$ cat config.mk
export PLATFORM = sky130hd
export DESIGN_NAME = alu_p_flat
export DESIGN_NICKNAME = d
export VERILOG_FILES = /design/src/rtl/alu_p_pkg.sv /design/src/rtl/alu_p_if.sv /design/src/rtl/alu_p_mul.sv /design/src/rtl/alu_p.sv /design/src/flat_wrapper.sv
export SDC_FILE = /design/constraint.sdc
export NUM_CORES = 1
export LEC_CHECK = 0
export ABC_AREA = 1
export CAP_MARGIN = 30
export CORE_MARGIN = 10
export CORE_UTILIZATION = 56
export DETAILED_ROUTE_END_ITERATION = 8
export PLACE_DENSITY = 0.95
export SYNTH_ARGS = -nofsm -noshare
export SYNTH_HDL_FRONTEND = slang
export SYNTH_SLANG_ARGS = --single-unit
$ cat constraint.sdc
create_clock -name clk -period 2.5 [get_ports clk]
set_input_delay 0.25 -clock clk [delete_from_list [all_inputs] [get_ports clk]]
set_output_delay 0.25 -clock clk [all_outputs]
set_load 0.05 [all_outputs]
$ cat src/rtl/alu_p_pkg.sv
// Shared types and constants for the alu_p ALU slice.
package alu_p_pkg;

  localparam int WIDTH_DEFAULT = 8;

  typedef enum logic [3:0] {
    HLT = 4'd0,
    SKZ = 4'd1,
    ADD = 4'd2,
    AND = 4'd3,
    XOR = 4'd4,
    LDA = 4'd5,
    STO = 4'd6,
    JMP = 4'd7,
    SUB = 4'd8,
    MUL = 4'd9
  } opcode_e;

  typedef enum logic [1:0] {
    IDLE = 2'd0,
    BUSY = 2'd1,
    DONE = 2'd2
  } state_e;

endpackage

$ cat src/rtl/alu_p_if.sv
// Operand/result handshake bundle for alu_p; master drives operands, slave is the ALU.
interface alu_p_if import alu_p_pkg::*; #(
  parameter int WIDTH = WIDTH_DEFAULT
);

  logic             in_valid;
  logic             in_ready;
  opcode_e          opcode;
  logic [WIDTH-1:0] accum;
  logic [WIDTH-1:0] data;
  logic             out_valid;
  logic             out_ready;
  logic [WIDTH-1:0] out;
  logic             zero;
  logic             carry;
  logic             err;

  modport master (
    output in_valid, opcode, accum, data, out_ready,
    input  in_ready, out_valid, out, zero, carry, err
  );

  modport slave (
    input  in_valid, opcode, accum, data, out_ready,
    output in_ready, out_valid, out, zero, carry, err
  );

endinterface

$ cat src/rtl/alu_p_mul.sv
// Iterative shift-add multiplier: operands latched on start, one partial product per cycle.
// done is high in the last iteration cycle; product already includes that cycle's partial product.
module alu_p_mul import alu_p_pkg::*; #(
  parameter int WIDTH = WIDTH_DEFAULT
) (
  input  logic               clk,
  input  logic               rst,
  input  logic               start,
  input  logic [WIDTH-1:0]   a,
  input  logic [WIDTH-1:0]   b,
  output logic               done,
  output logic [2*WIDTH-1:0] product
);

  localparam int CW = $clog2(WIDTH);
  localparam logic [CW-1:0] CNT_LAST = CW'(WIDTH - 1);
  localparam logic [CW-1:0] CNT_ONE  = {{(CW-1){1'b0}}, 1'b1};

  logic [2*WIDTH-1:0] mcand_q, mcand_d;
  logic [WIDTH-1:0]   mplier_q, mplier_d;
  logic [2*WIDTH-1:0] prod_q, prod_d;
  logic [CW-1:0]      cnt_q, cnt_d;
  logic               active_q, active_d;
  logic [2*WIDTH-1:0] prod_step_s;

  assign prod_step_s = prod_q + (mplier_q[0] ? mcand_q : {(2*WIDTH){1'b0}});
  assign done        = active_q && (cnt_q == CNT_LAST);
  assign product     = prod_step_s;

  always_comb begin
    mcand_d  = mcand_q;
    mplier_d = mplier_q;
    prod_d   = prod_q;
    cnt_d    = cnt_q;
    active_d = active_q;
    if (start) begin
      mcand_d  = {{WIDTH{1'b0}}, a};
      mplier_d = b;
      prod_d   = {(2*WIDTH){1'b0}};
      cnt_d    = {CW{1'b0}};
      active_d = 1'b1;
    end else if (active_q) begin
      mcand_d  = {mcand_q[2*WIDTH-2:0], 1'b0};
      mplier_d = {1'b0, mplier_q[WIDTH-1:1]};
      prod_d   = prod_step_s;
      cnt_d    = cnt_q + CNT_ONE;
      active_d = (cnt_q != CNT_LAST);
    end else begin
      active_d = 1'b0;
    end
  end

  always_ff @(posedge clk or posedge rst) begin
    if (rst) begin
      mcand_q  <= {(2*WIDTH){1'b0}};
      mplier_q <= {WIDTH{1'b0}};
      prod_q   <= {(2*WIDTH){1'b0}};
      cnt_q    <= {CW{1'b0}};
      active_q <= 1'b0;
    end else begin
      mcand_q  <= mcand_d;
      mplier_q <= mplier_d;
      prod_q   <= prod_d;
      cnt_q    <= cnt_d;
      active_q <= active_d;
    end
  end

endmodule

$ cat src/rtl/alu_p.sv
// alu_p: handshaked ALU with registered result and zero/carry/err flags.
// Build option ALU_P_MUL_EN enables the multi-cycle MUL opcode; otherwise opcode 9 is illegal.
module alu_p import alu_p_pkg::*; #(
  parameter int WIDTH = WIDTH_DEFAULT
) (
  input  logic   clk,
  input  logic   rst,
  alu_p_if.slave bus
);

  state_e           state_q, state_d;
  logic [WIDTH-1:0] out_q, out_d;
  logic             zero_q, zero_d;
  logic             carry_q, carry_d;
  logic             err_q, err_d;

  logic             in_ready_s;
  logic             accept_s;
  logic             is_mul_s;
  logic [WIDTH-1:0] op_res_s;
  logic             op_carry_s;
  logic             op_err_s;
  logic [WIDTH:0]   sum_s;
  logic [WIDTH:0]   diff_s;
  logic             mul_done_s;
  logic [2*WIDTH-1:0] mul_prod_s;

  assign in_ready_s = (state_q == IDLE) || ((state_q == DONE) && bus.out_ready);
  assign accept_s   = bus.in_valid && in_ready_s;

  // Extra top bit of the difference is the borrow.
  assign sum_s  = {1'b0, bus.accum} + {1'b0, bus.data};
  assign diff_s = {1'b0, bus.accum} - {1'b0, bus.data};

  always_comb begin
    op_res_s   = bus.accum;
    op_carry_s = 1'b0;
    op_err_s   = 1'b0;
    is_mul_s   = 1'b0;
    case (bus.opcode)
      HLT, SKZ, STO, JMP: op_res_s = bus.accum;
      ADD: begin
        op_res_s   = sum_s[WIDTH-1:0];
        op_carry_s = sum_s[WIDTH];
      end
      AND: op_res_s = bus.data & bus.accum;
      XOR: op_res_s = bus.data ^ bus.accum;
      LDA: op_res_s = bus.data;
      SUB: begin
        op_res_s   = diff_s[WIDTH-1:0];
        op_carry_s = diff_s[WIDTH];
      end
`ifdef ALU_P_MUL_EN
      MUL: is_mul_s = 1'b1;
`endif
      default: op_err_s = 1'b1;
    endcase
  end

`ifdef ALU_P_MUL_EN
  logic mul_start_s;
  assign mul_start_s = accept_s && is_mul_s;

  alu_p_mul #(.WIDTH(WIDTH)) u_mul (
    .clk     (clk),
    .rst     (rst),
    .start   (mul_start_s),
    .a       (bus.accum),
    .b       (bus.data),
    .done    (mul_done_s),
    .product (mul_prod_s)
  );
`else
  assign mul_done_s = 1'b0;
  assign mul_prod_s = {(2*WIDTH){1'b0}};
`endif

  // Result registers load only on entry to DONE, so they hold while the consumer stalls.
  always_comb begin
    state_d = state_q;
    out_d   = out_q;
    zero_d  = zero_q;
    carry_d = carry_q;
    err_d   = err_q;
    case (state_q)
      IDLE, DONE: begin
        if (accept_s) begin
          if (is_mul_s) begin
            state_d = BUSY;
          end else begin
            state_d = DONE;
            out_d   = op_res_s;
            zero_d  = (op_res_s == {WIDTH{1'b0}});
            carry_d = op_carry_s;
            err_d   = op_err_s;
          end
        end else if ((state_q == DONE) && bus.out_ready) begin
          state_d = IDLE;
        end else begin
          state_d = state_q;
        end
      end
      BUSY: begin
        if (mul_done_s) begin
          state_d = DONE;
          out_d   = mul_prod_s[WIDTH-1:0];
          zero_d  = (mul_prod_s[WIDTH-1:0] == {WIDTH{1'b0}});
          carry_d = |mul_prod_s[2*WIDTH-1:WIDTH];
          err_d   = 1'b0;
        end else begin
          state_d = BUSY;
        end
      end
      default: state_d = IDLE;
    endcase
  end

  always_ff @(posedge clk or posedge rst) begin
    if (rst) begin
      state_q <= IDLE;
      out_q   <= {WIDTH{1'b0}};
      zero_q  <= 1'b0;
      carry_q <= 1'b0;
      err_q   <= 1'b0;
    end else begin
      state_q <= state_d;
      out_q   <= out_d;
      zero_q  <= zero_d;
      carry_q <= carry_d;
      err_q   <= err_d;
    end
  end

  assign bus.in_ready  = in_ready_s;
  assign bus.out_valid = (state_q == DONE);
  assign bus.out       = out_q;
  assign bus.zero      = zero_q;
  assign bus.carry     = carry_q;
  assign bus.err       = err_q;

endmodule

$ cat src/flat_wrapper.sv
// flat-port wrapper written by rule: the top's interface ports become plain ports
module alu_p_flat import alu_p_pkg::*;
#(
  parameter int WIDTH = WIDTH_DEFAULT
)
  (clk, rst, bus_in_valid, bus_opcode, bus_accum, bus_data, bus_out_ready, bus_in_ready, bus_out_valid, bus_out, bus_zero, bus_carry, bus_err);
  alu_p_if #(.WIDTH(WIDTH)) bus_i ();
  input  logic clk;
  input  logic rst;
  input wire logic [$bits(bus_i.in_valid)-1:0] bus_in_valid;
  input wire logic [$bits(bus_i.opcode)-1:0] bus_opcode;
  input wire logic [$bits(bus_i.accum)-1:0] bus_accum;
  input wire logic [$bits(bus_i.data)-1:0] bus_data;
  input wire logic [$bits(bus_i.out_ready)-1:0] bus_out_ready;
  output wire logic [$bits(bus_i.in_ready)-1:0] bus_in_ready;
  output wire logic [$bits(bus_i.out_valid)-1:0] bus_out_valid;
  output wire logic [$bits(bus_i.out)-1:0] bus_out;
  output wire logic [$bits(bus_i.zero)-1:0] bus_zero;
  output wire logic [$bits(bus_i.carry)-1:0] bus_carry;
  output wire logic [$bits(bus_i.err)-1:0] bus_err;
  assign bus_i.in_valid = bus_in_valid;
  assign bus_i.opcode = bus_opcode;
  assign bus_i.accum = bus_accum;
  assign bus_i.data = bus_data;
  assign bus_i.out_ready = bus_out_ready;
  assign bus_in_ready = bus_i.in_ready;
  assign bus_out_valid = bus_i.out_valid;
  assign bus_out = bus_i.out;
  assign bus_zero = bus_i.zero;
  assign bus_carry = bus_i.carry;
  assign bus_err = bus_i.err;
  alu_p #(.WIDTH(WIDTH)) u_core (.clk(clk), .rst(rst), .bus(bus_i));
endmodule
==> impl_metrics.env, run 1 <==
export IMPL_fin_crit_ns=2.12
export IMPL_ys_seq_area_frac=0.188
export IMPL_leakage_nw=1.15
export IMPL_vias=1986
export IMPL_drive_gt1_frac=0.0917
export IMPL_maxCapViolCount=0
export IMPL_dpl_hpwl_um=4100
export IMPL_numCtsBuffers=3
export IMPL_synthCells=288
export IMPL_synth_distinct_cells=27
export IMPL_die_y_um=75.7
export IMPL_clockBufferDepth=2
export IMPL_crit_type="in2reg"
export IMPL_critPathMaxFanout=3
export IMPL_rsz0062_at_grt="no"
export IMPL_synth_top_cell_by_area="dfrtp_1"
export IMPL_fin_nets=370
export IMPL_core_um2=3000
export IMPL_cts_tree="yes"
export IMPL_cts_root_buf="clkbuf_4"
export IMPL_final_cell_mix="83 x nand2_1, 40 x inv_1, 37 x nand3_1"
export IMPL_rows=20
export IMPL_pre_cts_ws_ns=0.107
export IMPL_syn_to_final_growth_pct=24.9
export IMPL_initial_core_util=0.577
export IMPL_outcome="finished, final reports clean"
export IMPL_worst_slack_ns=0.377
export IMPL_fp_dieW_um=75.7
export IMPL_ys_ff_latch=13
export IMPL_min_period_over_period=0.849
export IMPL_maxSlewViolCount=0
export IMPL_io_buffers=36
export IMPL_antenna_found_initial=0
export IMPL_required_ns=2.72
export IMPL_n_antenna_cell=0
export IMPL_max_freq_ghz=0.471
export IMPL_cts_hold_buf=0
export IMPL_grt_pass1_vias=1851
export IMPL_grt_overflow=0
export IMPL_slew_headroom=0.653
export IMPL_wl_per_cell_um=13.5
export IMPL_setup_tns_ns=0
export IMPL_cp_start_kind="input port"
export IMPL_gp_congestion=0.942
export IMPL_cts_max_level=1
export IMPL_hold_class="in2async"
export IMPL_clk_pin_slew_ns=0.08
export IMPL_fp_dieArea_um2=5720
export IMPL_first_pass_iters=4
export IMPL_postCtsResizedCells=0
export IMPL_drtIter0Drc=259
export IMPL_layout_commonest_cell="nand2_1"
export IMPL_p_per_area_nw_per_um2=400
export IMPL_vias_per_cell=5.52
export IMPL_drc=0
export IMPL_io_pins=37
export IMPL_worstSkewPairLatency_ns=0.28
export IMPL_cts_sink_count=13
export IMPL_cp_end_kind="register"
export IMPL_gr_usage_all_layers=0.175
export IMPL_postCtsSetupBuffers=0
export IMPL_ant_nets=0
export IMPL_synth_warnings=0
export IMPL_setup_viol=0
export IMPL_finalClockSkew_ns=0.000579
export IMPL_vdd_ir_drop_worst_mv=0.307
export IMPL_syn_cell_area_um2=1730
export IMPL_grt_pass1_wl_um=8050
export IMPL_synth_area_leaders="dfrtp_1 19%, nand2_1 18%, ha_1 12%, nand3_1 11%, inv_1 8.7%"
export IMPL_synth_fp_nets=330
export IMPL_worst_pin_slew_ns=0.521
export IMPL_finalHoldViolations=0
export IMPL_worst_endpoint_arrival_ns=2.34
export IMPL_grt_max_degree=16
export IMPL_wl_um=4870
export IMPL_avgSynthCellArea_um2=6.02
export IMPL_synth_top_area_share=0.188
-- kinds of logic after synthesis --
logic type	Yosys count	share of synthesized area
flops	13	0.188
buf+inv	50	0.110
fa+ha+maj	18	0.139
xor+xnor	1	0.00505
simple gates	181	0.481
compound gates	25	0.0779
-- metal layers --
metal | global-route usage | part of all wire | up-vias
met2 | 0.312 | 0.51 | 91
met1 | 0.212 | 0.40 | 897
met4 | 0.0433 | 0.0074 | 0
met5 | 0 | 0 | -
met3 | 0.0273 | 0.086 | 5
li1 | - | - | 993
-- cell usage after synthesis --
master and count:
a21oi_1 10, a21oi_2 1, buf_2 3, clkbuf_1 1
clkinv_1 1, dfrtp_1 13, fa_1 2, ha_1 16
inv_1 40, inv_2 5, nand2_1 83, nand2_2 4
nand2_4 2, nand3_1 37, nand3_2 1, nand3b_1 1
nand4_1 7, nor2_1 34, nor2_2 2, nor2_4 4
nor3_1 2, nor3_2 2, o21ai_0 11, o21ai_2 1
o22ai_1 2, or2_2 2, xnor2_1 1
-- per-stage QoR --
| step | utilization | std cells | power (mW) | cell area, um^2 | hold WS, ns |
|---|---|---|---|---|---|
| floorplan | - | 288 | 0.570 | 1730 | 0.127 |
| global placement | 0.713 | 356 | 0.725 | 2140 | 0.413 |
| detailed placement | 0.713 | 356 | 0.734 | 2140 | 0.417 |
| CTS | 0.721 | 360 | 0.864 | 2170 | 0.311 |
| global route | 0.721 | 360 | 0.926 | 2170 | 0.343 |
| finish | 0.721 | 360 | 0.866 | 2170 | 0.305 |
-- registers in the layout, indices dropped and copies added, names as in the netlist --
| signal | flops |
|---|---|
| u_core.state_q | 2 |
| u_core.bus.err | 1 |
| u_core.bus.out | 8 |
| u_core.bus.carry | 1 |
| u_core.bus.zero | 1 |
-- area by class of cell --
| class | count | area [um^2] |
|---|---|---|
| fill | 268 | 837 |
| multi-input combinational | 225 | 1220 |
| sequential | 13 | 325 |
| inverter | 46 | 173 |
| clock buffer | 4 | 26.3 |
| timing repair buffer | 39 | 383 |
| tap | 33 | 41.3 |
-- worst max-delay path, cell delays in order --
cell	delay, ns
clkdlybuf4s50_1	0.50
ha_1	0.21
inv_1	0.07
fa_1	0.41
inv_1	0.09
nand4_1	0.13
nand3_1	0.13
nand2_1	0.07
a21oi_1	0.14
o21ai_0	0.09
o21ai_0	0.11
nand2_1	0.08
nand2_1	0.06
-- final timing paths --
kind	start	endpoint	slack (ns)	depth (start not counted)
setup / recovery	bus_data[0]	u_core.bus.carry	0.38	13
hold / removal	rst	u_core.bus.out[0]	0.30	2
setup reg to reg	u_core.state_q[0]	u_core.bus.zero	1.03	8
hold reg to reg	u_core.state_q[1]	u_core.state_q[0]	0.43	1
max in group asynchronous	rst	u_core.bus.out[6]	1.85	2
min in group clk	u_core.state_q[1]	u_core.state_q[0]	0.43	1
-- power by group --
part           internal, mW  leakage [nW]  switching, mW  total [mW]
logic                 0.171         0.975          0.310       0.481
registers             0.237         0.163         0.0148       0.252
clock network        0.0619        0.0150         0.0712       0.133
(Power assumes the default switching activity.)
==> run 2, diff against run 1 <==
CORE_UTILIZATION = 47   (was 56)
PLACE_DENSITY = 0.87   (was 0.95)
clock period = 1.7 ns   (was 2.5 ns; I/O delays follow)
==> impl_metrics.env, run 2 (same netlist as run 1, synthesis figures left out) <==
export IMPL_fin_nets=434
export IMPL_setup_tns_ns=-0.0134
export IMPL_required_ns=1.87
export IMPL_fp_dieArea_um2=6520
export IMPL_clockBufferDepth=2
export IMPL_worst_slack_ns=-0.0134
export IMPL_dp_cells=428
export IMPL_whs_ns=0.261
export IMPL_leakage_nw=1.57
export IMPL_fp_dieW_um=80.7
export IMPL_layout_commonest_cell="nand2_1"
export IMPL_stdcell_count=439
export IMPL_crit_type="in2reg"
export IMPL_cts_max_level=1
export IMPL_cts_root_buf="clkbuf_8"
export IMPL_cts_tree="yes"
export IMPL_vias_per_cell=5.49
export IMPL_numCtsBuffers=3
export IMPL_rsz0062_at_grt="yes"
export IMPL_dpl_hpwl_um=4670
export IMPL_cp_end_kind="register"
export IMPL_finalClockSkew_ns=0.00148
export IMPL_gr_usage_all_layers=0.194
export IMPL_regArea_um2=325
export IMPL_drive_gt1_frac=0.386
export IMPL_grt_pass1_wl_um=10500
export IMPL_grt_overflow=0
export IMPL_violations="setup timing"
export IMPL_gp_congestion=0.967
export IMPL_final_cell_mix="75 x nand2_1, 70 x buf_4, 31 x nor2_1"
export IMPL_drc=0
export IMPL_worst_pin_slew_ns=0.513
export IMPL_setup_viol=1
export IMPL_core_um2=3610
export IMPL_worst_endpoint_arrival_ns=1.89
export IMPL_antenna_found_initial=0
export IMPL_cpMaxStageDelayCell="ha_4"
export IMPL_vdd_ir_drop_worst_mv=0.583
export IMPL_vias=2410
export IMPL_drtIter0Drc=288
export IMPL_initial_core_util=0.481
export IMPL_min_period_over_period=1.01
export IMPL_p_per_area_nw_per_um2=554
export IMPL_maxCapViolCount=0
export IMPL_slew_headroom=0.657
export IMPL_die_y_um=80.7
export IMPL_io_pins=37
export IMPL_max_freq_ghz=0.584
export IMPL_syn_to_final_growth_pct=69.7
export IMPL_cp_start_kind="input port"
export IMPL_grt_pass1_vias=2338
export IMPL_worstSkewPairLatency_ns=0.24
export IMPL_cts_sink_count=13
export IMPL_n_antenna_cell=0
export IMPL_fin_crit_ns=1.71
export IMPL_grt_max_degree=16
export IMPL_clk_pin_slew_ns=0.05
export IMPL_finalHoldViolations=0
export IMPL_hold_class="in2async"
export IMPL_fillCellCount=201
export IMPL_io_buffers=36
export IMPL_pre_cts_ws_ns=-0.672
export IMPL_cp_cell_sequence="dlygate4sd2_1 > ha_4 > buf_4 > nand2_1 > nor2_1 > nand2_1 > nand2_1 > nand2_1 > nand3_1 > nand4_1 > nor2_1 > nand3_1 > nand2_1"
export IMPL_multi_input_area_um2=1470
export IMPL_first_pass_iters=5
export IMPL_slowest_delay_ns=0.33
export IMPL_critPathMaxFanout=6
export IMPL_cpMostUsedCell="nand2_1"
export IMPL_maxSlewViolCount=0
export IMPL_outcome="finished, violations left"
export IMPL_rows=22
export IMPL_largest_reg_flops=8
export IMPL_ant_nets=0
export IMPL_cts_hold_buf=0
export IMPL_wl_per_cell_um=16.0
export IMPL_wl_um=7000
run 2: cell types whose count changed in the layout (fill, tap and decap cells not counted), sizes merged:
cell | previous run | this run
dlygate4sd2 | 0 | 7
buf | 3 | 75
clkdlybuf4s15 | 0 | 1
clkbuf | 4 | 6
dlymetal6s2s | 0 | 5
clkdlybuf4s50 | 36 | 13
run 2: repair_timing:
| item | 4_1_cts | 5_1_grt |
|---|---|---|
| setup endpoints to repair | 9 | 8 |
| setup buffers | 6 | 1 |
| pin swaps | 26 | 24 |
| resized for setup | 62 | 39 |
run 2: worst paths after layout:
kind | slack, ns | cells after the start | start | end
max in group asynchronous | 1.12 | 2 | rst | u_core.bus.out[4]
hold / removal | 0.26 | 2 | rst | u_core.bus.err
setup / recovery | -0.01 | 13 | bus_accum[4] | u_core.bus.zero
setup reg to reg | 0.15 | 7 | u_core.state_q[0] | u_core.bus.zero
min in group clk | 0.43 | 1 | u_core.state_q[1] | u_core.state_q[0]
hold reg to reg | 0.43 | 1 | u_core.state_q[1] | u_core.state_q[0]
run 2: area by class of cell:
cell class,count,share of cell area
Tap cell,48,0.0204
Multi-Input combinational cell,225,0.500
Clock buffer,4,0.0153
Inverter,46,0.0612
Sequential cell,13,0.111
Timing Repair Buffer,103,0.293
run 2: critical path: cells and delay by family:
family | cells | cell delay (ns)
and+or+nand+nor | 10 | 0.97
buffers and inverters | 2 | 0.41
adders and majority gates | 1 | 0.33
run 2: layer usage:
metal	up-vias	GRT usage	part of all wire
met5	-	0	0
met4	0	0.0623	0.049
met3	45	0.0320	0.066
met2	132	0.363	0.51
met1	1109	0.217	0.37
li1	1124	-	-
run 2: through the flow:
step	total power, mW	utilization	cell area [um^2]
after floorplan	0.839	-	1730
after global placement	1.19	0.717	2590
after detailed placement	1.21	0.717	2590
after CTS	1.55	0.779	2810
after global routing	1.72	0.816	2940
final	1.63	0.816	2940
run 2: power by group:
group	internal [mW]	total (mW)	switching [mW]
Clock	0.165	0.264	0.0991
Combinational	0.417	0.995	0.578
Sequential	0.350	0.372	0.0224
==> run 3, diff against run 2 <==
CORE_UTILIZATION = 56   (was 47)
PLACE_DENSITY = 0.95   (was 0.87)
clock period = 2.2 ns   (was 1.7 ns; I/O delays follow)
==> impl_metrics.env, run 3 (same netlist as run 1, synthesis figures left out) <==
export IMPL_grt_pass1_wl_um=8450
export IMPL_cts_tree="yes"
export IMPL_wl_per_cell_um=13.6
export IMPL_min_period_over_period=0.930
export IMPL_worst_endpoint_arrival_ns=2.28
export IMPL_io_buffers=36
export IMPL_first_pass_iters=4
export IMPL_numCtsBuffers=3
export IMPL_p_per_area_nw_per_um2=442
export IMPL_rrSetupSlack_ns=0.66
export IMPL_gr_usage_all_layers=0.186
export IMPL_fp_dieW_um=75.7
export IMPL_finalHoldViolations=0
export IMPL_dpl_hpwl_um=4260
export IMPL_cts_root_buf="clkbuf_4"
export IMPL_syn_to_final_growth_pct=35.0
export IMPL_finalClockSkew_ns=0.00109
export IMPL_fin_crit_ns=2.05
export IMPL_postCtsResizedCells=0
export IMPL_fp_dieArea_um2=5720
export IMPL_max_freq_ghz=0.489
export IMPL_dp_cells=377
export IMPL_drive_gt1_frac=0.167
export IMPL_regArea_um2=325
export IMPL_slew_headroom=0.650
export IMPL_final_area_um2=2340
export IMPL_gp_congestion=0.947
export IMPL_placed_cell_area_um2=2290
export IMPL_cts_sink_count=13
export IMPL_io_pins=37
export IMPL_required_ns=2.43
export IMPL_fin_util=0.780
export IMPL_setup_viol=0
export IMPL_vdd_ir_drop_worst_mv=0.326
export IMPL_maxCapViolCount=0
export IMPL_multi_input_area_um2=1230
export IMPL_maxSlewViolCount=0
export IMPL_wl_um=5170
export IMPL_worst_slack_ns=0.155
export IMPL_ff2ff_path_depth=7
export IMPL_ant_nets=0
export IMPL_final_cell_mix="82 x nand2_1, 39 x inv_1, 36 x nand3_1"
export IMPL_grt_pass1_vias=1908
export IMPL_cp_start_kind="input port"
export IMPL_vias=2081
export IMPL_largest_reg_flops=8
export IMPL_core_um2=3000
export IMPL_vias_per_cell=5.46
export IMPL_leakage_nw=1.27
export IMPL_antenna_found_initial=0
export IMPL_grt_overflow=0
export IMPL_outcome="finished, final reports clean"
export IMPL_cts_max_level=1
export IMPL_reg2reg_to="u_core.bus.zero"
export IMPL_critPathCapture="u_core.bus.zero"
export IMPL_crit_type="in2reg"
export IMPL_rows=20
export IMPL_startpoint="bus_data[2]"
export IMPL_stdcell_count=381
export IMPL_grt_max_degree=16
export IMPL_fin_nets=391
export IMPL_postCtsSetupBuffers=0
export IMPL_worst_pin_slew_ns=0.524
export IMPL_die_y_um=75.7
export IMPL_fillCellCount=225
export IMPL_hold_class="in2async"
export IMPL_cts_hold_buf=0
export IMPL_clockBufferDepth=2
export IMPL_drc=0
export IMPL_n_antenna_cell=0
export IMPL_rsz0062_at_grt="no"
export IMPL_critPathMaxFanout=5
export IMPL_clk_pin_slew_ns=0.08
export IMPL_layout_commonest_cell="nand2_1"
export IMPL_pre_cts_ws_ns=-0.217
export IMPL_whs_ns=0.252
export IMPL_worstReg2RegStart="u_core.state_q[0]"
export IMPL_worstSkewPairLatency_ns=0.29
export IMPL_drtIter0Drc=251
export IMPL_initial_core_util=0.577
export IMPL_cp_end_kind="register"
## run 3: cell types whose count changed in the layout (fill, tap and decap cells not counted), moves of 5 or more
cell / delta
nand3_2: -6
dlygate4sd2_1: -7
nand3_1: +7
inv_2: -6
buf_4: -45
ha_1: +8
nand2_2: -6
nand2_1: +7
a21oi_1: +5
ha_4: -9
clkdlybuf4s50_1: +20
inv_1: +9
## run 3: per-stage QoR
stage,power [mW],setup TNS [ns]
2_1_floorplan,0.648,0
3_3_place_gp,0.861,-0.218
3_5_place_dp,0.875,-0.468
4_1_cts,1.03,0
5_1_grt,1.10,0
6_report,1.03,0
## run 3: area by class of cell
class | instances | share of cell area
clock buffer | 4 | 0.0112
inverter | 46 | 0.0738
multi-input combinational | 225 | 0.526
sequential | 13 | 0.139
tap | 33 | 0.0176
timing repair buffer | 60 | 0.232
## run 3: worst min path at each step
| stage | end | from | slack (ns) | cells after the start |
|---|---|---|---|---|
| 2_1_floorplan | u_core.bus.carry | rst | 0.1 | 1 |
| 3_3_place_gp | u_core.state_q[0] | u_core.state_q[1] | 0.41 | 1 |
| 3_5_place_dp | u_core.state_q[0] | u_core.state_q[1] | 0.41 | 1 |
| 4_1_cts | u_core.bus.err | rst | 0.26 | 2 |
| 5_1_grt | u_core.bus.out[3] | rst | 0.28 | 2 |
| 6_report | u_core.bus.out[3] | rst | 0.25 | 2 |
## run 3: power breakdown
group | switching [mW] | leakage, nW | total, mW | internal (mW)
sequential | 0.0168 | 0.163 | 0.286 | 0.269
combinational | 0.366 | 1.09 | 0.594 | 0.228
clock | 0.0836 | 0.0150 | 0.154 | 0.0707
## run 3: metal layers
layer,vias up,wire length [um],GRT usage
li1,1039,-,-
met1,937,2000,0.218
met2,93,2620,0.324
met3,12,447,0.0430
met4,0,108,0.0639
met5,-,0,0
## run 3: worst max-delay path: stages
cell and delay (ns):
clkdlybuf4s50_1 0.47, inv_1 0.04, ha_1 0.37, inv_2 0.13, nand3_1 0.15, a21oi_1 0.25
o21ai_0 0.11, nand3_1 0.07, nand3_1 0.09, nor2_1 0.16, nand3_1 0.11, nand2_1 0.08
